### config.mk
export PLATFORM = sky130hd
export DESIGN_NAME = mema_read_sequencer
export DESIGN_NICKNAME = d
export VERILOG_FILES = /design/src/rtl/mema_read_sequencer_pkg.sv /design/src/rtl/mema_read_sequencer_lane_chunk_counter.sv /design/src/rtl/mema_read_sequencer.sv
export SDC_FILE = /design/constraint.sdc
export NUM_CORES = 1
export LEC_CHECK = 0
export CAP_MARGIN = 10
export CORE_MARGIN = 5
export CORE_UTILIZATION = 45
export DETAILED_ROUTE_END_ITERATION = 10
export GPL_TIMING_DRIVEN = 0
export PLACE_DENSITY = 0.78
export SYNTH_ARGS = -nofsm -noshare
export SYNTH_HDL_FRONTEND = slang
export SYNTH_SLANG_ARGS = --single-unit
### constraint.sdc
create_clock -name clk -period 8.66 [get_ports clk]
set_input_delay 2.598 -clock clk [delete_from_list [all_inputs] [get_ports clk]]
set_output_delay 2.598 -clock clk [all_outputs]
set_load 0.02 [all_outputs]
### src/rtl/mema_read_sequencer_pkg.sv
`default_nettype none
// ============================================================================
// Module      : mema_seq_pkg
// Description : Shared widths, lane count and FSM state encodings for the
//               matrix-A read sequencer.
// Revision    : 1.0 - initial release
// ============================================================================
package mema_seq_pkg;

    localparam int c_LANES        = 4;
    localparam int c_MULT_W       = 32;
    localparam int c_MEM_A_HEIGHT = 2000;
    localparam int c_ADDR_W       = $clog2(c_MEM_A_HEIGHT) + 1;

    localparam logic [1:0] c_ST_IDLE   = 2'd0;
    localparam logic [1:0] c_ST_LOAD   = 2'd1;
    localparam logic [1:0] c_ST_STREAM = 2'd2;
    localparam logic [1:0] c_ST_FIN    = 2'd3;

endpackage
`default_nettype wire

### src/rtl/mema_read_sequencer_lane_chunk_counter.sv
`default_nettype none
// ============================================================================
// Module      : mema_lane_chunk_counter
// Description : One lane's chunk issuer. On load it restarts at chunk 1; while
//               running it issues one chunk per ready cycle up to multiples.
// Revision    : 1.0 - initial release
// ============================================================================
module mema_lane_chunk_counter
    import mema_seq_pkg::*;
#(
    parameter int MULT_W = c_MULT_W
) (
    input  logic              clk,
    input  logic              reset,
    input  logic              load,
    input  logic              run,
    input  logic              ready,
    input  logic [MULT_W-1:0] multiples,
    output logic              chunk_valid,
    output logic [MULT_W-1:0] chunk_index,
    output logic              lane_done
);

    localparam logic [MULT_W-1:0] c_ONE = {{(MULT_W-1){1'b0}}, 1'b1};

    logic [MULT_W-1:0] r_counter;
    logic              r_valid;
    logic [MULT_W-1:0] r_index;
    logic              r_done;

    // Counter holds at multiples once the final chunk is issued, so it never wraps.
    always_ff @(posedge clk) begin
        if (reset) begin
            r_counter <= '0;
            r_valid   <= 1'b0;
            r_index   <= '0;
            r_done    <= 1'b0;
        end else begin
            r_valid <= 1'b0;
            if (load) begin
                r_counter <= c_ONE;
                r_done    <= (multiples == '0);
            end else if (run && !r_done && ready) begin
                r_valid <= 1'b1;
                r_index <= r_counter;
                if (r_counter == multiples) begin
                    r_done <= 1'b1;
                end else begin
                    r_counter <= r_counter + c_ONE;
                end
            end
        end
    end

    assign chunk_valid = r_valid;
    assign chunk_index = r_index;
    assign lane_done   = r_done;

endmodule
`default_nettype wire

### src/rtl/mema_read_sequencer.sv
`default_nettype none
// ============================================================================
// Module      : mema_read_sequencer
// Description : Steps the memA row address over a job's block of rows, pulses
//               read_preprocess per row and lets every lane stream its chunk
//               indices before moving to the next row.
// Revision    : 1.0 - initial release
// ============================================================================
module mema_read_sequencer
    import mema_seq_pkg::*;
#(
    parameter int NO_OF_ROW_BY_VECTOR_MODULES  = c_LANES,
    parameter int MULTIPLES_MEMORY_VALUE_WIDTH = c_MULT_W,
    parameter int MEMORY_A_HEIGHT              = c_MEM_A_HEIGHT,
    parameter int ADDRESS_WIDTH                = $clog2(MEMORY_A_HEIGHT) + 1
) (
    input  logic                                                          clk,
    input  logic                                                          reset,
    input  logic                                                          start,
    input  logic [ADDRESS_WIDTH-1:0]                                      base_address,
    input  logic [ADDRESS_WIDTH-1:0]                                      row_count,
    input  logic [NO_OF_ROW_BY_VECTOR_MODULES*MULTIPLES_MEMORY_VALUE_WIDTH-1:0] no_of_multiples,
    input  logic [NO_OF_ROW_BY_VECTOR_MODULES-1:0]                        I_am_ready,
    output logic [ADDRESS_WIDTH-1:0]                                      memA_read_address,
    output logic                                                          read_preprocess,
    output logic [NO_OF_ROW_BY_VECTOR_MODULES-1:0]                        chunk_valid,
    output logic [NO_OF_ROW_BY_VECTOR_MODULES*MULTIPLES_MEMORY_VALUE_WIDTH-1:0] chunk_index,
    output logic                                                          busy,
    output logic                                                          done,
    output logic                                                          addr_error
);

    localparam int c_L = NO_OF_ROW_BY_VECTOR_MODULES;
    localparam int c_W = MULTIPLES_MEMORY_VALUE_WIDTH;
    localparam logic [ADDRESS_WIDTH:0]   c_HEIGHT   = (ADDRESS_WIDTH+1)'(MEMORY_A_HEIGHT);
    localparam logic [ADDRESS_WIDTH-1:0] c_ADDR_ONE = {{(ADDRESS_WIDTH-1){1'b0}}, 1'b1};

    logic [1:0]               r_state;
    logic [ADDRESS_WIDTH-1:0] r_addr;
    logic [ADDRESS_WIDTH-1:0] r_rows_left;
    logic [c_L*c_W-1:0]       r_mult;
    logic                     r_pre;
    logic                     r_busy;
    logic                     r_done;
    logic                     r_err;

    logic [ADDRESS_WIDTH:0]   w_end_row;
    logic                     w_range_err;
    logic [c_L-1:0]           w_lane_done;
    logic                     w_all_done;
    logic                     w_last_row;
    logic                     w_load;
    logic                     w_run;

    // Extra bit on the sum keeps base+count from wrapping before the bound check.
    assign w_end_row   = {1'b0, base_address} + {1'b0, row_count};
    assign w_range_err = (w_end_row > c_HEIGHT);
    assign w_all_done  = &w_lane_done;
    assign w_last_row  = (r_rows_left == c_ADDR_ONE);
    assign w_load      = (r_state == c_ST_LOAD);
    assign w_run       = (r_state == c_ST_STREAM);

    // Job control: latch job, walk rows, raise done/busy/addr_error.
    always_ff @(posedge clk) begin
        if (reset) begin
            r_state     <= c_ST_IDLE;
            r_addr      <= '0;
            r_rows_left <= '0;
            r_mult      <= '0;
            r_pre       <= 1'b0;
            r_busy      <= 1'b0;
            r_done      <= 1'b0;
            r_err       <= 1'b0;
        end else begin
            r_pre  <= 1'b0;
            r_done <= 1'b0;
            case (r_state)
                c_ST_IDLE: begin
                    if (start) begin
                        r_err       <= w_range_err;
                        r_mult      <= no_of_multiples;
                        r_rows_left <= row_count;
                        if (w_range_err || (row_count == '0)) begin
                            r_state <= c_ST_FIN;
                            r_done  <= 1'b1;
                        end else begin
                            r_addr  <= base_address;
                            r_state <= c_ST_LOAD;
                            r_pre   <= 1'b1;
                            r_busy  <= 1'b1;
                        end
                    end
                end
                c_ST_LOAD: begin
                    r_state <= c_ST_STREAM;
                end
                c_ST_STREAM: begin
                    if (w_all_done) begin
                        if (w_last_row) begin
                            r_state <= c_ST_FIN;
                            r_done  <= 1'b1;
                            r_busy  <= 1'b0;
                        end else begin
                            r_addr      <= r_addr + c_ADDR_ONE;
                            r_rows_left <= r_rows_left - c_ADDR_ONE;
                            r_state     <= c_ST_LOAD;
                            r_pre       <= 1'b1;
                        end
                    end
                end
                c_ST_FIN: begin
                    r_state <= c_ST_IDLE;
                    r_busy  <= 1'b0;
                end
                default: begin
                    r_state <= c_ST_IDLE;
                end
            endcase
        end
    end

    generate
        for (genvar i = 0; i < c_L; i++) begin : g_lane
            mema_lane_chunk_counter #(
                .MULT_W (c_W)
            ) u_lane (
                .clk         (clk),
                .reset       (reset),
                .load        (w_load),
                .run         (w_run),
                .ready       (I_am_ready[i]),
                .multiples   (r_mult[i*c_W +: c_W]),
                .chunk_valid (chunk_valid[i]),
                .chunk_index (chunk_index[i*c_W +: c_W]),
                .lane_done   (w_lane_done[i])
            );
        end
    endgenerate

    assign memA_read_address = r_addr;
    assign read_preprocess   = r_pre;
    assign busy              = r_busy;
    assign done              = r_done;
    assign addr_error        = r_err;

endmodule
`default_nettype wire

==> results by group <==
Clock network
  – Post-CTS Resized: 0
  – Clock sink count: 422
  – Post-CTS Hold Buffers: 0
  – Post-CTS setup buffer count: 0
  – Clock transition at path regs: 0.06 ns
  – Clock buffer depth: 3
  – H-tree depth: 2
  – Clk_lat worst skew: 0.57 ns
  – Clk root buf: clkbuf_16
  – TritonCTS clock tree: done
  – Num CTS Buffers: 45

Power and ir drop
  – Switching share of power: 0.348
  – PD cells: 249 nW/um2
  – Int Pwr: 3.89 mW
  – Pleak: 7.99 nW
  – Clock Power Share: 0.330
  – VDD IR max: 134 uV
  – Net Switching: 2.08 mW
  – Combinational share of power: 0.272
  – Final Power: 5.97 mW
  – Register share of total power: 0.398

Setup path
  – Critical path class: in -> reg
  – R2R Path Start: r_state[0]
  – FF-to-FF path depth: 9
  – R2R setup slack: 5.58 ns
  – Worst Path Required: 9.13 ns
  – Crit path max fanout: 10
  – CP Data Arrival Time: 6.15 ns
  – CP endpoint kind: flip-flop
  – Crit Reg-Reg Endpoint: g_lane[1].u_lane.r_counter[30]
  – CP Launch Type: primary input

Place
  – GPL Wtd Cong: 0.969
  – Port-buffer cells: 305
  – HPWL Detailed: 47500 um
  – Cell Count Post-Placement: 3203

STA
  – Worst clock skew: 0.00991 ns
  – FMAX: 0.176 GHz
  – Worst rel slew slack: 0.311
  – Final setup violating endpoints: 0
  – Final period utilization: 0.656
  – Final setup TNS: 0 ns
  – Unrepaired setup endpoints after global routing: no
  – Final Hold Fails: 0
  – Fin. max-slew vios: 0
  – Worst-margin pin slew: 1.03 ns
  – Fin crit period: 5.68 ns

Synthesis
  – Post-synthesis sequential area ratio: 0.451
  – Synthesized area: 18700 um2
  – Cells after Synth: 2366
  – Post-synth EDFFs: 0
  – FFs w/ async S/R, synth: 0
  – Main flop type after synthesis: dfxtp_1
  – Synthesis Warnings: 0
  – Number of synthesized register bits: 422
  – Library cells used by synthesis: 60
  – Mapped Nets: 2549
  – Syn avg cell area: 7.92 um2

GRT
  – Largest net degree at the start of global routing: 15
  – GR Overflow Total: 0
  – Vias in the first global route: 17997
  – Antenna violations before repair: 5
  – GRT Total Usage: 0.260
  – First-pass GRT wire length: 97200 um

Die
  – Die Y: 214 um
  – # IOs: 307
  – Die X: 214 um
  – Starting Density: 0.457
  – Die ar.: 45800 um2
  – Rows: 74
  – Core area: 41000 um2

Final layout
  – Layout cells sized above 1: 0.0375
  – Layout Area Growth over Synthesis: 27.9%
  – Most frequent cells in the layout: 597 x nand2_1, 422 x dfxtp_1, 318 x a21oi_1, 305 x clkdlybuf4s50_1, 173 x xnor2_1
  – Nets: 2901
  – Most common cell after layout, fill and taps aside: nand2_1
  – Fin cells: 3284

Drt
  – Drt drc: 0
  – Drt total wl: 62500 um
  – Vias: 18086
  – Drt first-iter violations: 1407
  – Vias per inst: 5.51
  – Drt first pass iters: 6
  – ANT nets after route: 0
  – Wire per inst: 19.0 um

Worst hold path
  – Hold_sp: g_lane[0].u_lane.chunk_index[9]
  – Hold path cells: 2
  – Hold path endpoint: g_lane[0].u_lane.chunk_index[9]
  – Hold WC Path Type: reg -> reg

Flow run
  – Max-Cap Viols: 0

Run status
  – Status: finished, final reports clean
[kinds of logic after synthesis]
logic type,Yosys count,share of synthesized area
buf+inv,177,0.0371
flops,422,0.451
xor+xnor,227,0.106
mux,8,0.00454
compound gates,440,0.132
fa+ha+maj,24,0.0164
simple gates,1068,0.252
[power by group through the flow]
stage,logic (mW),clock network [mW],registers [mW]
global route,1.79,2.07,2.40
floorplan,1.04,0,2.36
finish,1.63,1.97,2.38
CTS,1.61,1.99,2.37
detailed placement,1.59,0,2.41
global placement,1.57,0,2.40
[sequential cells by signal (all words and copies together) (netlist names)]
name                       cells
g_lane.u_lane.chunk_index    128
g_lane.u_lane.r_counter      128
r_mult                       128
memA_read_address             12
r_rows_left                   12
g_lane.u_lane.chunk_valid      4
g_lane.u_lane.lane_done        4
r_state                        2
addr_error                     1
busy                           1
done                           1
read_preprocess                1
[synth_stat cells (4+ instances only)]
cell type  number  share of area
or4_1           6         0.0024
nor3_1         36         0.0096
nand4_1        75          0.025
nand2_1       597           0.12
xnor2_1       173          0.081
nor4_1         44          0.015
a21o_1          7         0.0028
and3_1         28         0.0094
mux2i_1         6         0.0032
o31ai_1        13         0.0052
ha_1           23          0.015
nand3_1        46          0.012
a22oi_1         9         0.0036
and4_1         11         0.0051
xor2_1         54          0.025
a21oi_1       318          0.085
nor2_1        165          0.033
clkbuf_1      126          0.025
or3_1          34          0.011
o211ai_1       13         0.0052
dfxtp_1       422           0.45
nor2b_1         4         0.0013
buf_4           5         0.0020
buf_1           6         0.0012
buf_2           9         0.0024
inv_1          31         0.0062
a211oi_1        7         0.0028
o21ai_0        44          0.012
and2_1         10         0.0033
[critical path, stage by stage]
cell,delay (ns)
clkdlybuf4s50_1,0.50
ha_1,0.27
fa_1,0.41
a21o_1,0.22
a221oi_2,0.36
mux2i_1,0.23
nand4_1,0.14
a2111oi_2,0.46
o31a_1,0.38
buf_2,0.30
o211ai_1,0.15
o31ai_1,0.13
[layer usage]
metal / GRT usage / vias to the layer above / part of all wire
li1: - / 8723 / -
met1: 0.325 / 8501 / 0.42
met2: 0.435 / 701 / 0.46
met3: 0.0618 / 153 / 0.082
met4: 0.104 / 8 / 0.040
met5: 0 / - / 0.0010
[worst max-delay path by stage]
stage | startpoint | endpoint | slack [ns]
final | base_address[0] | memA_read_address[6] | 2.98
after detailed placement | row_count[0] | memA_read_address[1] | 2.44
after global placement | row_count[0] | memA_read_address[1] | 2.47
after global routing | row_count[0] | memA_read_address[1] | 2.79
after CTS | row_count[0] | memA_read_address[1] | 3.02
after floorplan | base_address[0] | busy | 3.46
[area by class of cell]
| class | instances | area (um2) |
|---|---|---|
| tap | 532 | 666 |
| inverter | 31 | 116 |
| buffer | 146 | 578 |
| fill | 3617 | 17100 |
| clock buffer | 58 | 1290 |
| multi-input combinational | 1767 | 9590 |
| sequential | 422 | 8450 |
| timing repair buffer | 305 | 3050 |
| antenna | 4 | 10.0 |
| clock inverter | 19 | 214 |
[per-stage QoR]
stage          utilization  setup slack (ns)  area [um2]  hold WS (ns)
5_1_grt              0.584              2.79       23900         0.476
3_5_place_dp         0.547              2.44       22400         0.449
4_1_cts              0.584              3.02       23900         0.458
2_1_floorplan            -              3.46       18700         0.456
3_3_place_gp         0.547              2.47       22400         0.444
6_report             0.584              2.98       24000         0.454
Power figures use the tool's default switching activity.
